--- config.mk ---
export PLATFORM = sky130hd
export DESIGN_NAME = reg_3a_ctrl
export DESIGN_NICKNAME = d
export VERILOG_FILES = /design/src/rtl/reg_3a_pkg.sv /design/src/rtl/reg_3a_aoi_clamp.sv /design/src/rtl/reg_3a_ctrl.sv
export SDC_FILE = /design/constraint.sdc
export NUM_CORES = 1
export LEC_CHECK = 0
export CORE_MARGIN = 2
export CORE_UTILIZATION = 40
export CTS_BUF_LIST = sky130_fd_sc_hd__clkbuf_8 sky130_fd_sc_hd__clkbuf_16
export CTS_CLUSTER_DIAMETER = 200
export CTS_CLUSTER_SIZE = 14
export DETAILED_ROUTE_END_ITERATION = 8
export GPL_ROUTABILITY_DRIVEN = 0
export PLACE_DENSITY = 0.65
export RECOVER_POWER = 25
export SLEW_MARGIN = 25
export SYNTH_ARGS = -nofsm -noshare
export SYNTH_HDL_FRONTEND = slang
export SYNTH_HIERARCHICAL = 1
export SYNTH_SLANG_ARGS = --single-unit
--- constraint.sdc ---
create_clock -name clk_sensor_pix -period 14.9 [get_ports clk_sensor_pix]
set_clock_uncertainty 0.05 [all_clocks]
set_input_delay 1.49 -clock clk_sensor_pix [delete_from_list [all_inputs] [get_ports clk_sensor_pix]]
set_output_delay 1.49 -clock clk_sensor_pix [all_outputs]
set_load 0.01 [all_outputs]
--- src/rtl/reg_3a_pkg.sv ---
`default_nettype none
// ============================================================================
// Module      : reg_3a_pkg
// Description : Shared constants for the 3A control register block: the
//               register word map, the per-window field offsets and a helper
//               that produces the unity white-balance gain for a given
//               number of fraction bits.
// Revision    : 1.0 - initial release
// ============================================================================
package reg_3a_pkg;

    // Register word addresses
    localparam int c_addr_int_en  = 'h00;
    localparam int c_addr_int_st  = 'h01;
    localparam int c_addr_gain_r  = 'h02;
    localparam int c_addr_gain_g  = 'h03;
    localparam int c_addr_gain_b  = 'h04;
    localparam int c_addr_commit  = 'h05;

    // Window k occupies words c_win_base + c_win_stride*k + field
    localparam int c_win_base     = 'h10;
    localparam int c_win_stride   = 4;

    localparam logic [1:0] c_fld_x_start = 2'd0;
    localparam logic [1:0] c_fld_width   = 2'd1;
    localparam logic [1:0] c_fld_y_start = 2'd2;
    localparam logic [1:0] c_fld_height  = 2'd3;

    // Unity gain is 1.0 in the fixed-point gain format
    function automatic int f_unity_gain(input int ratio);
        return 1 << ratio;
    endfunction

endpackage : reg_3a_pkg
`default_nettype wire

--- src/rtl/reg_3a_aoi_clamp.sv ---
`default_nettype none
// ============================================================================
// Module      : reg_3a_aoi_clamp
// Description : Combinational clamp of one statistics window against the
//               active sensor image. Start is limited to dim-1 and the length
//               to the pixels remaining after the clamped start. A zero image
//               dimension collapses that axis of the window to zero.
// Ports       : i_x_start/i_width/i_y_start/i_height  staged window
//               i_sensor_width/i_sensor_height        active image size
//               o_x_start/o_width/o_y_start/o_height  clamped window
// Revision    : 1.0 - initial release
// ============================================================================
module reg_3a_aoi_clamp
    import reg_3a_pkg::*;
#(
    parameter int OFFSET_WIDTH = 12
) (
    input  logic [OFFSET_WIDTH-1:0] i_x_start,
    input  logic [OFFSET_WIDTH-1:0] i_width,
    input  logic [OFFSET_WIDTH-1:0] i_y_start,
    input  logic [OFFSET_WIDTH-1:0] i_height,
    input  logic [OFFSET_WIDTH-1:0] i_sensor_width,
    input  logic [OFFSET_WIDTH-1:0] i_sensor_height,
    output logic [OFFSET_WIDTH-1:0] o_x_start,
    output logic [OFFSET_WIDTH-1:0] o_width,
    output logic [OFFSET_WIDTH-1:0] o_y_start,
    output logic [OFFSET_WIDTH-1:0] o_height
);

    localparam int c_ew = OFFSET_WIDTH + 1;

    // Returns {clamped_start, clamped_len}, each one bit wider than a field
    // so that dim-1 and dim-start never wrap.
    function automatic logic [2*c_ew-1:0] f_clamp(
        input logic [OFFSET_WIDTH-1:0] start,
        input logic [OFFSET_WIDTH-1:0] len,
        input logic [OFFSET_WIDTH-1:0] dim
    );
        logic [c_ew-1:0] d;
        logic [c_ew-1:0] s;
        logic [c_ew-1:0] l;
        logic [c_ew-1:0] rem;
        d   = {1'b0, dim};
        s   = {1'b0, start};
        l   = {1'b0, len};
        rem = '0;
        if (d == '0) begin
            s = '0;
            l = '0;
        end else begin
            if (s > d - 1'b1) begin
                s = d - 1'b1;
            end
            rem = d - s;
            if (l > rem) begin
                l = rem;
            end
        end
        return {s, l};
    endfunction

    logic [2*c_ew-1:0] w_x_pair;
    logic [2*c_ew-1:0] w_y_pair;
    logic              w_unused_msb;

    assign w_x_pair  = f_clamp(i_x_start, i_width,  i_sensor_width);
    assign w_y_pair  = f_clamp(i_y_start, i_height, i_sensor_height);

    assign o_x_start = w_x_pair[c_ew +: OFFSET_WIDTH];
    assign o_width   = w_x_pair[0    +: OFFSET_WIDTH];
    assign o_y_start = w_y_pair[c_ew +: OFFSET_WIDTH];
    assign o_height  = w_y_pair[0    +: OFFSET_WIDTH];

    // Clamped results never exceed a field, so the guard bits are always zero
    assign w_unused_msb = ^{w_x_pair[2*c_ew-1], w_x_pair[c_ew-1],
                            w_y_pair[2*c_ew-1], w_y_pair[c_ew-1]};

endmodule : reg_3a_aoi_clamp
`default_nettype wire

--- src/rtl/reg_3a_ctrl.sv ---
`default_nettype none
// ============================================================================
// Module      : reg_3a_ctrl
// Description : 3A (white balance / statistics window) control registers.
//               Bus writes land in staging registers; a commit arms a
//               transfer that copies staging to the active outputs on the
//               next frame-valid rising edge, with windows clamped to the
//               sensor image. Per-window statistics-done pulses set W1C
//               status bits that drive a maskable interrupt.
// Ports       : clk_sensor_pix, reset_n (sync, active low)
//               i_wr_en/i_rd_en/iv_addr/iv_wr_data -> ov_rd_data/o_rd_valid
//               i_fval, iv_sensor_width/height, iv_stat_done
//               ov_wb_gain_r/g/b, ov_aoi_* (window k at k*OFFSET_WIDTH),
//               o_interrupt
// Revision    : 1.0 - initial release
// ============================================================================
module reg_3a_ctrl
    import reg_3a_pkg::*;
#(
    parameter int AOI_NUM      = 2,
    parameter int OFFSET_WIDTH = 12,
    parameter int GAIN_WIDTH   = 11,
    parameter int WB_RATIO     = 8,
    parameter int REG_WD       = 32,
    parameter int ADDR_WIDTH   = 8
) (
    input  logic                            clk_sensor_pix,
    input  logic                            reset_n,
    input  logic                            i_wr_en,
    input  logic                            i_rd_en,
    input  logic [ADDR_WIDTH-1:0]           iv_addr,
    input  logic [REG_WD-1:0]               iv_wr_data,
    output logic [REG_WD-1:0]               ov_rd_data,
    output logic                            o_rd_valid,
    input  logic                            i_fval,
    input  logic [OFFSET_WIDTH-1:0]         iv_sensor_width,
    input  logic [OFFSET_WIDTH-1:0]         iv_sensor_height,
    input  logic [AOI_NUM-1:0]              iv_stat_done,
    output logic [GAIN_WIDTH-1:0]           ov_wb_gain_r,
    output logic [GAIN_WIDTH-1:0]           ov_wb_gain_g,
    output logic [GAIN_WIDTH-1:0]           ov_wb_gain_b,
    output logic [AOI_NUM*OFFSET_WIDTH-1:0] ov_aoi_x_start,
    output logic [AOI_NUM*OFFSET_WIDTH-1:0] ov_aoi_width,
    output logic [AOI_NUM*OFFSET_WIDTH-1:0] ov_aoi_y_start,
    output logic [AOI_NUM*OFFSET_WIDTH-1:0] ov_aoi_height,
    output logic                            o_interrupt
);

    localparam logic [GAIN_WIDTH-1:0] c_gain_unity = GAIN_WIDTH'(f_unity_gain(WB_RATIO));

    // Staging (bus-visible) registers
    logic [AOI_NUM-1:0]                    r_int_en;
    logic [AOI_NUM-1:0]                    r_int_status;
    logic [GAIN_WIDTH-1:0]                 r_stg_gain_r, r_stg_gain_g, r_stg_gain_b;
    logic [AOI_NUM-1:0][OFFSET_WIDTH-1:0]  r_stg_x, r_stg_w, r_stg_y, r_stg_h;
    logic                                  r_commit_pending;

    // Active registers
    logic [GAIN_WIDTH-1:0]                 r_gain_r, r_gain_g, r_gain_b;
    logic [AOI_NUM-1:0][OFFSET_WIDTH-1:0]  r_act_x, r_act_w, r_act_y, r_act_h;

    logic                                  r_fval_d;
    logic                                  r_fval_armed;
    logic                                  r_irq;
    logic                                  r_rd_valid;
    logic [REG_WD-1:0]                     r_rd_data;

    // Clamped view of the staging windows
    logic [AOI_NUM-1:0][OFFSET_WIDTH-1:0]  w_clp_x, w_clp_w, w_clp_y, w_clp_h;

    int                                    w_addr_int;
    logic [AOI_NUM-1:0]                    w_win_hit;
    logic [REG_WD-1:0]                     w_rd_mux;
    logic [AOI_NUM-1:0]                    w_w1c_mask;
    logic                                  w_commit_wr;
    logic                                  w_fval_rise;
    logic                                  w_xfer;
    logic                                  w_unused_wr;

    assign w_addr_int  = 32'(iv_addr);
    assign w_commit_wr = i_wr_en && (w_addr_int == c_addr_commit);
    assign w_w1c_mask  = (i_wr_en && (w_addr_int == c_addr_int_st)) ?
                         iv_wr_data[AOI_NUM-1:0] : '0;

    // A rise only counts once fval has been seen low since reset, so a reset
    // taken mid-frame does not treat the ongoing frame as a new one.
    assign w_fval_rise = i_fval && !r_fval_d && r_fval_armed;
    // A commit written in the rise cycle itself still transfers this frame
    assign w_xfer      = w_fval_rise && (r_commit_pending || w_commit_wr);

    // Upper data bits beyond each field are deliberately dropped
    assign w_unused_wr = ^iv_wr_data;

    always_comb begin
        w_win_hit = '0;
        for (int k = 0; k < AOI_NUM; k++) begin
            w_win_hit[k] = (w_addr_int >= c_win_base + c_win_stride*k) &&
                           (w_addr_int <  c_win_base + c_win_stride*(k+1));
        end
    end

    always_comb begin
        w_rd_mux = '0;
        if (w_addr_int == c_addr_int_en) begin
            w_rd_mux[AOI_NUM-1:0] = r_int_en;
        end else if (w_addr_int == c_addr_int_st) begin
            w_rd_mux[AOI_NUM-1:0] = r_int_status;
        end else if (w_addr_int == c_addr_gain_r) begin
            w_rd_mux[GAIN_WIDTH-1:0] = r_stg_gain_r;
        end else if (w_addr_int == c_addr_gain_g) begin
            w_rd_mux[GAIN_WIDTH-1:0] = r_stg_gain_g;
        end else if (w_addr_int == c_addr_gain_b) begin
            w_rd_mux[GAIN_WIDTH-1:0] = r_stg_gain_b;
        end
        for (int k = 0; k < AOI_NUM; k++) begin
            if (w_win_hit[k]) begin
                case (iv_addr[1:0])
                    c_fld_x_start: w_rd_mux[OFFSET_WIDTH-1:0] = r_stg_x[k];
                    c_fld_width:   w_rd_mux[OFFSET_WIDTH-1:0] = r_stg_w[k];
                    c_fld_y_start: w_rd_mux[OFFSET_WIDTH-1:0] = r_stg_y[k];
                    default:       w_rd_mux[OFFSET_WIDTH-1:0] = r_stg_h[k];
                endcase
            end
        end
    end

    generate
        for (genvar k = 0; k < AOI_NUM; k++) begin : g_aoi_clamp
            reg_3a_aoi_clamp #(
                .OFFSET_WIDTH (OFFSET_WIDTH)
            ) u_clamp (
                .i_x_start       (r_stg_x[k]),
                .i_width         (r_stg_w[k]),
                .i_y_start       (r_stg_y[k]),
                .i_height        (r_stg_h[k]),
                .i_sensor_width  (iv_sensor_width),
                .i_sensor_height (iv_sensor_height),
                .o_x_start       (w_clp_x[k]),
                .o_width         (w_clp_w[k]),
                .o_y_start       (w_clp_y[k]),
                .o_height        (w_clp_h[k])
            );
        end
    endgenerate

    always_ff @(posedge clk_sensor_pix) begin
        if (!reset_n) begin
            r_int_en         <= '0;
            r_int_status     <= '0;
            r_stg_gain_r     <= c_gain_unity;
            r_stg_gain_g     <= c_gain_unity;
            r_stg_gain_b     <= c_gain_unity;
            r_stg_x          <= '0;
            r_stg_w          <= '0;
            r_stg_y          <= '0;
            r_stg_h          <= '0;
            r_commit_pending <= 1'b0;
            r_gain_r         <= c_gain_unity;
            r_gain_g         <= c_gain_unity;
            r_gain_b         <= c_gain_unity;
            r_act_x          <= '0;
            r_act_w          <= '0;
            r_act_y          <= '0;
            r_act_h          <= '0;
            r_fval_d         <= 1'b0;
            r_fval_armed     <= 1'b0;
            r_irq            <= 1'b0;
            r_rd_valid       <= 1'b0;
            r_rd_data        <= '0;
        end else begin
            r_fval_d <= i_fval;
            if (!i_fval) begin
                r_fval_armed <= 1'b1;
            end

            if (i_wr_en) begin
                if (w_addr_int == c_addr_int_en) r_int_en     <= iv_wr_data[AOI_NUM-1:0];
                if (w_addr_int == c_addr_gain_r) r_stg_gain_r <= iv_wr_data[GAIN_WIDTH-1:0];
                if (w_addr_int == c_addr_gain_g) r_stg_gain_g <= iv_wr_data[GAIN_WIDTH-1:0];
                if (w_addr_int == c_addr_gain_b) r_stg_gain_b <= iv_wr_data[GAIN_WIDTH-1:0];
                for (int k = 0; k < AOI_NUM; k++) begin
                    if (w_win_hit[k]) begin
                        case (iv_addr[1:0])
                            c_fld_x_start: r_stg_x[k] <= iv_wr_data[OFFSET_WIDTH-1:0];
                            c_fld_width:   r_stg_w[k] <= iv_wr_data[OFFSET_WIDTH-1:0];
                            c_fld_y_start: r_stg_y[k] <= iv_wr_data[OFFSET_WIDTH-1:0];
                            default:       r_stg_h[k] <= iv_wr_data[OFFSET_WIDTH-1:0];
                        endcase
                    end
                end
            end

            // New done pulses override a coincident clear
            r_int_status <= (r_int_status & ~w_w1c_mask) | iv_stat_done;

            if (w_xfer) begin
                r_commit_pending <= 1'b0;
            end else if (w_commit_wr) begin
                r_commit_pending <= 1'b1;
            end

            // Transfer samples staging as it stood before this cycle's writes
            if (w_xfer) begin
                r_gain_r <= r_stg_gain_r;
                r_gain_g <= r_stg_gain_g;
                r_gain_b <= r_stg_gain_b;
                r_act_x  <= w_clp_x;
                r_act_w  <= w_clp_w;
                r_act_y  <= w_clp_y;
                r_act_h  <= w_clp_h;
            end

            r_irq      <= |(r_int_status & r_int_en);
            r_rd_valid <= i_rd_en;
            r_rd_data  <= i_rd_en ? w_rd_mux : '0;
        end
    end

    assign ov_rd_data     = r_rd_data;
    assign o_rd_valid     = r_rd_valid;
    assign ov_wb_gain_r   = r_gain_r;
    assign ov_wb_gain_g   = r_gain_g;
    assign ov_wb_gain_b   = r_gain_b;
    assign ov_aoi_x_start = r_act_x;
    assign ov_aoi_width   = r_act_w;
    assign ov_aoi_y_start = r_act_y;
    assign ov_aoi_height  = r_act_h;
    assign o_interrupt    = r_irq;

endmodule : reg_3a_ctrl
`default_nettype wire

==> flow_summary.toml <==
[route]
vias_per_cell = 5.73
firstDrtPassIters = 5
ant_nets = 0
initialDrtViolationCount = 1636
vias = 17600
routed_wl_mm = 59.5
drc = 0
wl_per_cell_um = 19.4

[cts]
cts_root_buffer = "clkbuf_16"
numCtsBuffers = 23
clk_latency_ps = 560
cts-htree-levels = 1
cts_hold_buf = 0
cts_tree = "done"
cts_buffer_depth = 3
cts_sinks = 279
cts_setup_buffers = 0
clk_pin_slew_ps = 70
cts_resized = 0

[logic_synthesis]
netlist_area_um2 = 19600
synth_area_per_cell_um2 = 8.26
synth_edf_count = 0
synth-seq-cells = 279
synth.area.top_cells = "dfxtp_1, mux2i_1, ha_1"
ys.flop_type = "dfxtp_1"
async_flop_share = 0
netlist_instances = 2371
ys_types = 83
synth_top_area_frac = 0.285
ys_seq_area_frac = 0.285
synth_warnings = 6
synth_top_area_cell = "dfxtp_1"

[grt]
grt_use_total = 0.230
busiest_layer = "met2"
grt_antenna_before_repair = 0
grtUsageMet2 = 0.368
grtUsageMet3 = 0.0274
overflow = 0
met1_usage = 0.321
grt_max_degree = 241
first_global_vias = 16700
grt_pass1_wl_mm = 93.5

[timing]
maxSlewHeadroom = -2.99
period_minus_slack_ps = 9630
setup_viol = 0
setup_tns_ps = 0
slew_violations = 155
fmax_mhz = 104
hold_viol_final = 0
tightest_slew_ps = 5990
rsz0062_at_grt = "false"
finalCritPeriodShare = 0.647
worst_slack_ps = 5270

[die]
core-area_um2 = 48600
die_w_um = 225
start_util = 0.402
die-area_um2 = 50700
ios = 234
die_h_um = 225
num_rows = 81

[cells_and_area]
final_util = 0.457
drive_gt1_frac = 0.0527
fin_nets = 2675
syn_to_final_growth_pct = 13.6
final_common_cell = "nand2_1"
antenna_cells = 0
instances_no_fill = 3070
final_cell_mix = "nand2_1, dfxtp_1, mux2i_1"

[worst_setup_path]
slowest_stage = "o41ai_1"
required_ps = 15320
crit_path_start_kind = "input port"
cpMostUsedCell = "ha_1"
cp-end-kind = "flop"
reg2reg_depth = 24
crit_type = "input port to flop"
r2r-start = "r_stg_x[18]"
crit_path_max_incr_delay_ps = 770
cp_max_fo = 18
reg2reg_slack_ps = 8080
r2r-end = "ov_aoi_width[12]"
critPathArrivalTime_ps = 10050

[outcome]
status = "complete, but fails checks"
violations = "max-capacitance violations, max-slew violations"

[power]
vdd_drop_max_uv = 71.5
cellPowerDensity_nw_per_um2 = 67.6
leakage_nw = 8.55

[hold_path]
holdPathEnd = "ov_aoi_x_start[13]"
hold-path-cell-count = 2
hp-class = "flop to flop"
min_from = "ov_aoi_x_start[13]"

[place]
place_ws_ps = 5010
dp_cells = 3044
hpwl_mm = 43.7
io_buffers = 193

[job]
max_cap_viol_count = 1
critical path: cells and delay by family:
| family | cells | cell delay [ps] |
|---|---|---|
| buffers and inverters | 4 | 1440 |
| adders and majority gates | 3 | 900 |
| and+or+nand+nor | 9 | 2410 |
| xor gates and xnor gates | 2 | 510 |
| AOI/OAI and AO/OA | 10 | 2700 |
| muxes | 2 | 580 |
how the worst max path moves through the flow:
| stage | from | endpoint | slack (ps) |
|---|---|---|---|
| floorplan | iv_sensor_width[2] | ov_aoi_width[12] | 6950 |
| global placement | iv_sensor_width[2] | ov_aoi_width[13] | 5110 |
| detailed placement | iv_sensor_width[2] | ov_aoi_width[13] | 5010 |
| CTS | iv_sensor_width[2] | ov_aoi_width[13] | 5590 |
| global route | iv_sensor_width[2] | ov_aoi_width[12] | 4780 |
| finish | iv_sensor_width[2] | ov_aoi_width[12] | 5270 |
power breakdown:
group	internal, mW	total (mW)	switching, mW
Clock	0.274	0.556	0.282
Sequential	0.747	0.748	0.00123
Combinational	0.0733	0.199	0.126
synthesized netlist by cell type (all sizes together) (27+ instances only):
cell and number:
nand3b 27, nand2b 29, nand2 420, nor2b 69, a21oi 95, mux2i 217, nor2 107, a21boi 91
o21ai 102, buf 73, ha 152, o21a 31, clkbuf 101, nand3 116, nor3 28, xnor2 36
dfxtp 279, inv 80
kinds of logic (layout without fill, tap and decap cells):
group | after synthesis | after routing | share of synthesized area
simple gates | 916 | 916 | 0.224
compound gates | 449 | 449 | 0.155
flops | 279 | 279 | 0.285
mux | 262 | 262 | 0.151
buf+inv | 254 | 312 | 0.0591
fa+ha+maj | 156 | 156 | 0.101
xor+xnor | 54 | 54 | 0.0245
other cells | 1 | 20 | 0.000192
through the flow:
step / power, mW / instance area (µm²) / hold slack [ps]
finish: 1.50 / 22200 / 404
global route: 1.56 / 22200 / 422
CTS: 1.51 / 22200 / 410
detailed placement: 0.960 / 21600 / 396
global placement: 0.955 / 21600 / 394
floorplan: 0.902 / 19600 / 385
area by class of cell:
cell class              count  area [µm²]
clock buffers              23         576
inverters                  80         300
well taps                 622         778
repair buffers            207        2040
clock inverters             2        12.5
multi-input cells        1857       12900
flip-flops and latches    279        5590
fillers                  4661       26400
state kept, by name, indices dropped and copies added (netlist names):
name	flops
ov_aoi_height	24
ov_aoi_width	24
ov_aoi_x_start	24
ov_aoi_y_start	24
r_stg_h	24
r_stg_w	24
r_stg_x	24
r_stg_y	24
ov_rd_data	12
ov_wb_gain_b	11
ov_wb_gain_g	11
ov_wb_gain_r	11
r_stg_gain_b	11
r_stg_gain_g	11
r_stg_gain_r	11
r_int_en	2
r_int_status	2
o_interrupt	1
o_rd_valid	1
r_commit_pending	1
r_fval_armed	1
r_fval_d	1
routing by layer:
metal	vias up	share of wire
met5	-	0
met4	0	0.035
met3	109	0.061
met2	593	0.44
met1	8404	0.46
li1	8478	-
Note: power is estimated with default switching activity, not from simulation.
